## config.mk

```make
export PLATFORM = sky130hd
export DESIGN_NAME = hero_write_rx
export DESIGN_NICKNAME = d
export VERILOG_FILES = /design/src/rtl/hero_write_rx.sv
export SDC_FILE = /design/constraint.sdc
export NUM_CORES = 1
export LEC_CHECK = 0
export BUFFER_PORTS_ARGS = -buffer_cell sky130_fd_sc_hd__buf_4
export CORE_ASPECT_RATIO = 0.5
export CORE_MARGIN = 2
export CORE_UTILIZATION = 50
export CTS_CLUSTER_SIZE = 40
export DETAILED_ROUTE_END_ITERATION = 12
export GPL_TIMING_DRIVEN = 0
export PLACE_DENSITY_LB_ADDON = 0.05
export SLEW_MARGIN = 30
export SYNTH_ARGS = -nofsm -noshare
export SYNTH_HDL_FRONTEND = slang
export SYNTH_SLANG_ARGS = --single-unit
export TNS_END_PERCENT = 50
```

## constraint.sdc

```tcl
create_clock -name clk -period 6.5 [get_ports clk]
set_input_delay 1.95 -clock clk [delete_from_list [all_inputs] [get_ports clk]]
set_output_delay 1.95 -clock clk [all_outputs]
set_load 0.01 [all_outputs]
```

## src/rtl/hero_write_rx.sv

```systemverilog
// hero_write_rx
//   Receive stage behind the hero write bus. It frames transactions, which are
//   zero or more VALID beats closed by one DONE beat. Admitted beats are
//   buffered in a registered FIFO and presented on a valid/ready interface.
//   Traffic that cannot be held is dropped. A transaction cut short by FIFO
//   space or by MAX_BEATS gets one terminator entry with last=1, err=1.
//
// Ports
//   clk, rst     clock; asynchronous active-high reset
//   in_hero      60-bit beat: [59:58] cycle_type, [57:22] wdat,
//                [21:1] sub (3 x sub_def_t), [0] clk_en
//   out_valid    FIFO head valid
//   out_ready    consumer accepts the head this cycle
//   out_wdat     head wdat
//   out_sub      head sub fields
//   out_last     head ends a transaction
//   out_err      head is a truncated-transaction terminator
//   fifo_count   FIFO occupancy
//   drop_cnt     dropped transactions (saturating)
//   err_pulse    one-cycle pulse per truncation/drop event
//   busy         framer is inside a transaction (XFER_S or DROP_S)
module hero_write_rx #(
    parameter int DEPTH     = 8,
    parameter int MAX_BEATS = 16,
    parameter int CNT_W     = 16
) (
    input  logic                       clk,
    input  logic                       rst,
    input  logic [59:0]                in_hero,
    output logic                       out_valid,
    input  logic                       out_ready,
    output logic [35:0]                out_wdat,
    output logic [20:0]                out_sub,
    output logic                       out_last,
    output logic                       out_err,
    output logic [$clog2(DEPTH+1)-1:0] fifo_count,
    output logic [CNT_W-1:0]           drop_cnt,
    output logic                       err_pulse,
    output logic                       busy
);
    localparam int AW = (DEPTH > 1) ? $clog2(DEPTH) : 1;
    localparam int CW = $clog2(DEPTH+1);
    localparam int BW = $clog2(MAX_BEATS+1);
    localparam int EW = 36 + 21 + 2;

    localparam logic [CW-1:0] C_FULL   = CW'(DEPTH);
    localparam logic [CW-1:0] C_ALMOST = CW'(DEPTH-1);
    localparam logic [BW-1:0] B_LIMIT  = BW'(MAX_BEATS-1);

    typedef enum logic [1:0] {IDLE_S, XFER_S, DROP_S} state_t;

    // Input decode. cycle_type 3 falls through as "not live".
    logic [1:0]  in_type;
    logic [35:0] in_wdat;
    logic [20:0] in_sub;
    logic        in_en;
    logic        is_valid, is_done;

    assign in_type  = in_hero[59:58];
    assign in_wdat  = in_hero[57:22];
    assign in_sub   = in_hero[21:1];
    assign in_en    = in_hero[0];
    assign is_valid = in_en && (in_type == 2'd1);
    assign is_done  = in_en && (in_type == 2'd2);

    // FIFO storage
    logic [EW-1:0]  mem [DEPTH];
    logic [AW-1:0]  wr_ptr, rd_ptr;
    logic [CW-1:0]  count;
    logic [EW-1:0]  head;
    logic           pop;

    // Framer
    state_t         state, state_n;
    logic [BW-1:0]  beat_cnt, beat_cnt_n;
    logic           push, push_last, push_err;
    logic           err_set, drop_inc;

    always_comb begin
        state_n    = state;
        beat_cnt_n = beat_cnt;
        push       = 1'b0;
        push_last  = 1'b0;
        push_err   = 1'b0;
        err_set    = 1'b0;
        drop_inc   = 1'b0;
        // All admission decisions use the registered count; a pop in the
        // same cycle does not make room.
        unique case (state)
            IDLE_S: begin
                if (is_done) begin
                    if (count != C_FULL) begin
                        push      = 1'b1;
                        push_last = 1'b1;
                    end else begin
                        drop_inc = 1'b1;
                        err_set  = 1'b1;
                    end
                end else if (is_valid) begin
                    if (count < C_ALMOST) begin
                        push       = 1'b1;
                        beat_cnt_n = BW'(1);
                        state_n    = XFER_S;
                    end else if (count == C_ALMOST) begin
                        // Only room for a terminator: the transaction is truncated.
                        push      = 1'b1;
                        push_last = 1'b1;
                        push_err  = 1'b1;
                        err_set   = 1'b1;
                        state_n   = DROP_S;
                    end else begin
                        drop_inc = 1'b1;
                        err_set  = 1'b1;
                        state_n  = DROP_S;
                    end
                end
            end
            XFER_S: begin
                // A slot is always reserved for the closing entry, so DONE fits.
                if (is_done) begin
                    push       = 1'b1;
                    push_last  = 1'b1;
                    beat_cnt_n = '0;
                    state_n    = IDLE_S;
                end else if (is_valid) begin
                    push = 1'b1;
                    if (count == C_ALMOST || beat_cnt == B_LIMIT) begin
                        push_last  = 1'b1;
                        push_err   = 1'b1;
                        err_set    = 1'b1;
                        beat_cnt_n = '0;
                        state_n    = DROP_S;
                    end else begin
                        beat_cnt_n = beat_cnt + BW'(1);
                    end
                end
            end
            DROP_S: begin
                if (is_done) state_n = IDLE_S;
            end
            default: state_n = IDLE_S;
        endcase
    end

    always_ff @(posedge clk or posedge rst) begin
        if (rst) begin
            state     <= IDLE_S;
            beat_cnt  <= '0;
            busy      <= 1'b0;
            err_pulse <= 1'b0;
            drop_cnt  <= '0;
        end else begin
            state     <= state_n;
            beat_cnt  <= beat_cnt_n;
            busy      <= (state_n != IDLE_S);
            err_pulse <= err_set;
            if (drop_inc && drop_cnt != '1)
                drop_cnt <= drop_cnt + CNT_W'(1);
        end
    end

    // FIFO pointers and occupancy
    assign pop = out_valid && out_ready;

    always_ff @(posedge clk or posedge rst) begin
        if (rst) begin
            wr_ptr <= '0;
            rd_ptr <= '0;
            count  <= '0;
        end else begin
            if (push)
                wr_ptr <= (wr_ptr == AW'(DEPTH-1)) ? '0 : wr_ptr + AW'(1);
            if (pop)
                rd_ptr <= (rd_ptr == AW'(DEPTH-1)) ? '0 : rd_ptr + AW'(1);
            if (push && !pop)
                count <= count + CW'(1);
            else if (pop && !push)
                count <= count - CW'(1);
        end
    end

    // Storage needs no reset: head fields are masked while the FIFO is empty.
    always_ff @(posedge clk) begin
        if (push)
            mem[wr_ptr] <= {in_wdat, in_sub, push_last, push_err};
    end

    assign head       = mem[rd_ptr];
    assign out_valid  = (count != '0);
    assign fifo_count = count;
    assign out_wdat   = out_valid ? head[EW-1 -: 36] : '0;
    assign out_sub    = out_valid ? head[22:2]       : '0;
    assign out_last   = out_valid && head[1];
    assign out_err    = out_valid && head[0];

endmodule

```

After elaboration in Yosys (flattened, before gate mapping)
Memory sizes are Yosys's and may differ from the RTL's. Cells that the tools add are included.

Logic and storage cells: 98. RAM bits: 472. ROM bits: 0. Memories kept: 1. Bits in registers: 35. Bits in latches: 0. Input bits: 63.

Divide/modulo/power cells: 0. Bitwise logic cells: 0. Equal/unequal tests: 14. Shift-type cells: 0. Reduce and logical (&&, ||, !) cells: 17. Muxes and demuxes: 51. Add/subtract/negate cells: 6. Multiply operators: 0. Magnitude comparators: 1.

Memories: mem (depth 8, width 59, rd ports 1, clocked after memory_dff 0, write ports 1, RTL line 67) `logic [EW-1:0] mem [DEPTH];`.

Operators by type and width (count): 36-bit two-way mux (1); 5-bit two-way mux (6); 1-bit two-way mux (26); 21-bit two-way mux (1); 16-bit by 1-bit adder with 16-bit output, second input constant (1); 16-bit inequality test, second input constant (1); 2-bit two-way mux (7); 5-bit case mux with 2 select lines (1); 1-bit logical AND (8); 4-bit two-way mux (2); 1-bit case mux with 2 select lines (4); 3-bit by 1-bit adder with 3-bit output, second input constant (2); 3-bit equality test, second input constant (2); 3-bit two-way mux (2); 2-bit inequality test, second input constant (3); 2-bit case mux with 3 select lines (1); 2-bit nonzero test (3); 5-bit by 1-bit adder with 5-bit output, second input constant (1); 5-bit by 4-bit equality test with 1-bit output, second input constant (1); 5-bit AND reduction (1); 4-bit by 1-bit adder with 4-bit output, second input constant (1); 2-bit by 1-bit equality test with 1-bit output, second input constant (2); 2-bit equality test, second input constant (2); 4-bit by 3-bit equality test with 1-bit output, second input constant (1); other kinds (8) (9).

Logic depth before layout (Yosys ltp)
Depth after elaboration: 10. Depth in mapped cells: 12.

Least setup slack after synthesis
OpenSTA, ideal clock, no wires.

Path kind: input -> register. Start: in in_hero[58]. End: mem mem[4][0] (netlist bit), enable pin. Arrival time: 7.117 ns. Stages: 5. Path buffers: 0. Slack: -1.178 ns. Library setup time: 0.561 ns. Cell sequence: nor2b_1 > nand2_1 > a21oi_2 > nand2b_1 > nor3b_1.

Cells in the longest elaborated chain, start to end: 7. Elaborated cells between the ends (all ways): 11. Classes of those cells: 2 x eq/ne; 7 x mux; 2 x reduce/logical.

Ends and longest elaborated chain: start, declared (RTL line 29) `input logic [59:0] in_hero,`; 2-bit by 1-bit equality test with 1-bit output (RTL line 63) `assign is_valid = in_en && (in_type == 2'd1);`; 1-bit logical AND (RTL line 63); 1-bit two-way mux (on tied branches) (RTL line 125, 99); 1-bit two-way mux (on tied branches) (RTL line 120, 91); 1-bit case mux with 2 select lines (*) (RTL line 89) `unique case (state)`; net push (RTL line 76) `logic push, push_last, push_err;`; 1-bit two-way mux (*) (RTL line 184) `if (push)`; 1-bit two-way mux (implied by the code) (*) (RTL line 185) `mem[wr_ptr] <= {in_wdat, in_sub, push_last, push_err};`; end, declared (RTL line 67).

Mark *: on every way through the listed nets, which the timed path passes. The rest lies on a longest branch.

Worst setup path in the final report
Start: reg count[0], in the netlist fifo_count[0]. End: out out_sub[15].

Cells in the longest elaborated chain, start to end: 2.

Ends and longest elaborated chain: start, declared (RTL line 69) `logic [CW-1:0] count;`; start signal, assigned (RTL line 176) `count <= count + CW'(1);`; start signal, assigned (RTL line 178) `count <= count - CW'(1);`; 4-bit nonzero test (RTL line 189) `assign out_valid = (count != '0);`; 21-bit two-way mux (RTL line 192) `assign out_sub = out_valid ? head[22:2] : '0;`; end, declared (RTL line 33) `output logic [20:0] out_sub,`.

Every way passes these cells.

==> flow_summary_export.csv <==
group,metric,value,unit
synth,yosys_most_used_dff,"edfxtp_1",
routing,wl_per_cell,23.2,microns
routing,remaining_drc_errors,0,
critical_path,endpoint_kind,"primary output",
synth,synth-warning-count,0,
routing,wirelength,41.1,mm
clock_tree,htree_levels,2,
sta,setup-violations-final,0,
synth,synth_top_cell_area_share,71.4,%
sta,rsz0062_at_grt,"no",
cells_and_area,nets,1286,
clock_tree,clk_pin_slew_worst_paths,0.07,ns
global_routing,grt_use_total,20.2,%
power,power_density,404,nW/um^2
routing,viasPerCell,5.58,
synth,yosysSeqAreaShare,75.8,%
synth,synth_edf_count,472,
floorplan,ios,145,
synth,ys_ff_latch,507,
sta,post-route-period-util,78.1,%
sta,fmax,0.197,GHz
global_routing,antenna_found_initial,1,
sta,setup_tns,0,ns
synth,synthesis.nets,1027,
routing,first_pass_iters,5,
run,maxCapViolCount,0,
clock_tree,postCtsSetupBuffers,0,
floorplan,coreArea,39000,sq um
synth,syn_inst,953,
critical_path,critPathMaxStageDelay,0.75,ns
synth,synth-async-reset-ratio,6.90,%
power,leakage,8.24,nW
sta,timing_worst_slew_pin_value,0.942,ns
sta,period_minus_slack,5.08,ns
clock_tree,clk_latency,0.55,ns
clock_tree,clk_path_buf_depth,3,
floorplan,die_h,145,microns
placement,numPortBuffers,144,
global_routing,grt_overflow,0,
cells_and_area,drive_gt1_share,35.2,%
outcome,run_status,"completed",
cells_and_area,syn_to_final_growth,19.5,%
power,finalPower,9.59,mW
global_routing,grt_pass1_vias,10300,
synth,avgSynthCellArea,20.8,sq um
routing,vias,9907,
synth,synth_top_cell_by_area,"edfxtp_1",
clock_tree,cts_tree,"yes",
synth,netlist_top_cells_area,"edfxtp_1 (71%), mux4_2 (13%), dfrtp_1 (4.4%)",
clock_tree,cts_sinks,507,
critical_path,start_kind,"flop",
hold_path,min_path_type,"reg2reg",
synth,synth_cell_type_count,49,
floorplan,start_util,50.9,%
routing,initialDrtViolationCount,735,
synth,netlist_area,19900,sq um
routing,antenna_left,0,
critical_path,worst-path-max-fanout,10,
critical_path,worstPathCellList,"buf_6 > nor4_4 > clkbuf_1 > buf_2 > nor2_1 > buf_4",
critical_path,cp_slowest_cell,"nor4_4",
clock_tree,cts_made_buffers,44,
clock_tree,root_buffer,"clkbuf_16",
sta,hold_viol_final,0,
sta,slew_violations,0,
sta,relSlewSlack,37.2,%
global_routing,grt_pass1_wl,61.9,mm
placement,dpl.hpwl,27.8,mm
critical_path,cp.arrival,3.13,ns
floorplan,rows,51,
critical_path,critPathBufInv,4,
global_routing,grt_max_degree,27,
power,ir_drop,224,uV
critical_path,critPathRequiredTime,4.55,ns
floorplan,die-width,286,microns
critical_path,criticalPathCategory,"reg2out",
critical_path,path_delay_family,"buffers and inverters",
floorplan,dieArea,41400,sq um
sta,fin_skew,0.0140,ns
placement,gp_congestion,0.816,
clock_tree,cts_resized,0,
clock_tree,holdBufCountCts,0,
synthesized netlist by cell type, types with 5 or more instances:
cell type,number
buf_1,8
buf_2,15
clkbuf_1,17
dfrtp_1,35
edfxtp_1,472
ha_1,10
inv_1,8
mux2_2,7
mux2i_1,59
mux4_2,118
nand2_1,15
nand2b_1,6
nand3_1,9
nand4_1,7
nor2_1,73
nor2b_1,5
nor3_1,16
o21ai_0,9
xnor2_1,6
xor2_1,11
routing by layer:
layer / part of all wire [%] / global-route usage, %
met1: 44 / 28.1
met2: 49 / 34.0
met3: 5.3 / 3.95
met4: 1.2 / 3.75
met5: 0 / 0
cell usage in the layout, fill, tap and decap left out, types with 5 or more instances in the layout:
cell,Yosys,routed
nor2_1,73,71
buf_6,1,6
nand3_1,9,9
clkinv_1,0,8
clkbuf_1,17,25
buf_4,1,200
ha_1,10,10
clkinv_2,0,10
buf_1,8,7
clkbuf_16,0,45
buf_2,15,15
nor2b_1,5,5
o21ai_0,9,9
nand2_1,15,15
xnor2_1,6,6
buf_16,0,7
edfxtp_1,472,472
inv_1,8,7
nand4_1,7,7
xor2_1,11,11
mux2_2,7,7
mux4_2,118,118
mux2i_1,59,59
nand2b_1,6,6
nor3_1,16,14
dfrtp_1,35,35
layout make-up:
class / count / area (sq um)
Fill cell: 2823 / 15300
Sequential cell: 507 / 15000
Multi-Input combinational cell: 396 / 4650
Timing Repair Buffer: 213 / 1780
Clock buffer: 53 / 1160
Tap cell: 530 / 663
Clock inverter: 24 / 201
Buffer: 42 / 189
Inverter: 8 / 30.0
Antenna cell: 1 / 2.50
final timing paths:
kind | from | endpoint | slack, ns | cells past startpoint
max in group asynchronous | rst | drop_cnt[5]$_DFFE_PP0P_ | 4.74 | 3
worst max-delay path | fifo_count[0]$_DFFE_PP0P_ | out_sub[15] | 1.42 | 6
min in group asynchronous | rst | beat_cnt[0]$_DFFE_PP0P_ | 1.33 | 2
worst max register to register | fifo_count[3]$_DFFE_PP0P_ | mem[4][42]$_DFFE_PP_ | 2.93 | 11
worst min-delay path | beat_cnt[3]$_DFFE_PP0P_ | beat_cnt[3]$_DFFE_PP0P_ | 0.49 | 1
worst min register to register | beat_cnt[3]$_DFFE_PP0P_ | beat_cnt[3]$_DFFE_PP0P_ | 0.49 | 1
metrics by stage:
stage	std cells	instance area, sq um	setup slack (ns)	util (%)	hold slack [ns]
3_3_place_gp	1627	21600	-6.12	55.4	0.460
6_report	1774	23700	1.42	60.8	0.492
5_1_grt	1773	23700	1.27	60.8	0.507
3_5_place_dp	1696	22300	1.07	57.3	0.481
2_1_floorplan	953	19900	-1.18	-	0.449
4_1_cts	1773	23700	1.37	60.8	0.491
flip-flops by register name (all words and copies together) (netlist names):
| register | count |
|---|---|
| beat_cnt | 5 |
| busy | 1 |
| drop_cnt | 16 |
| err_pulse | 1 |
| fifo_count | 4 |
| mem | 472 |
| rd_ptr | 3 |
| state | 2 |
| wr_ptr | 3 |
logic make-up (layout without fill, tap and decap cells):
logic type	Yosys count	in the layout	synth area share (%)
and+or+nand+nor	154	154	3.80
muxes	185	185	16.8
buffers and inverters	50	340	1.10
xor gates and xnor gates	17	17	0.750
other	0	1	0
AOI/OAI and AO/OA	29	29	0.996
DFF	507	507	75.8
adders and majority gates	11	11	0.731
power by group:
part | total [mW] | internal [mW] | switching, mW
clock | 2.53 | 1.39 | 1.14
combinational | 3.14 | 1.53 | 1.61
sequential | 3.92 | 3.80 | 0.118
total | 9.59 | 6.72 | 2.87
Power figures use the tool's default switching activity.
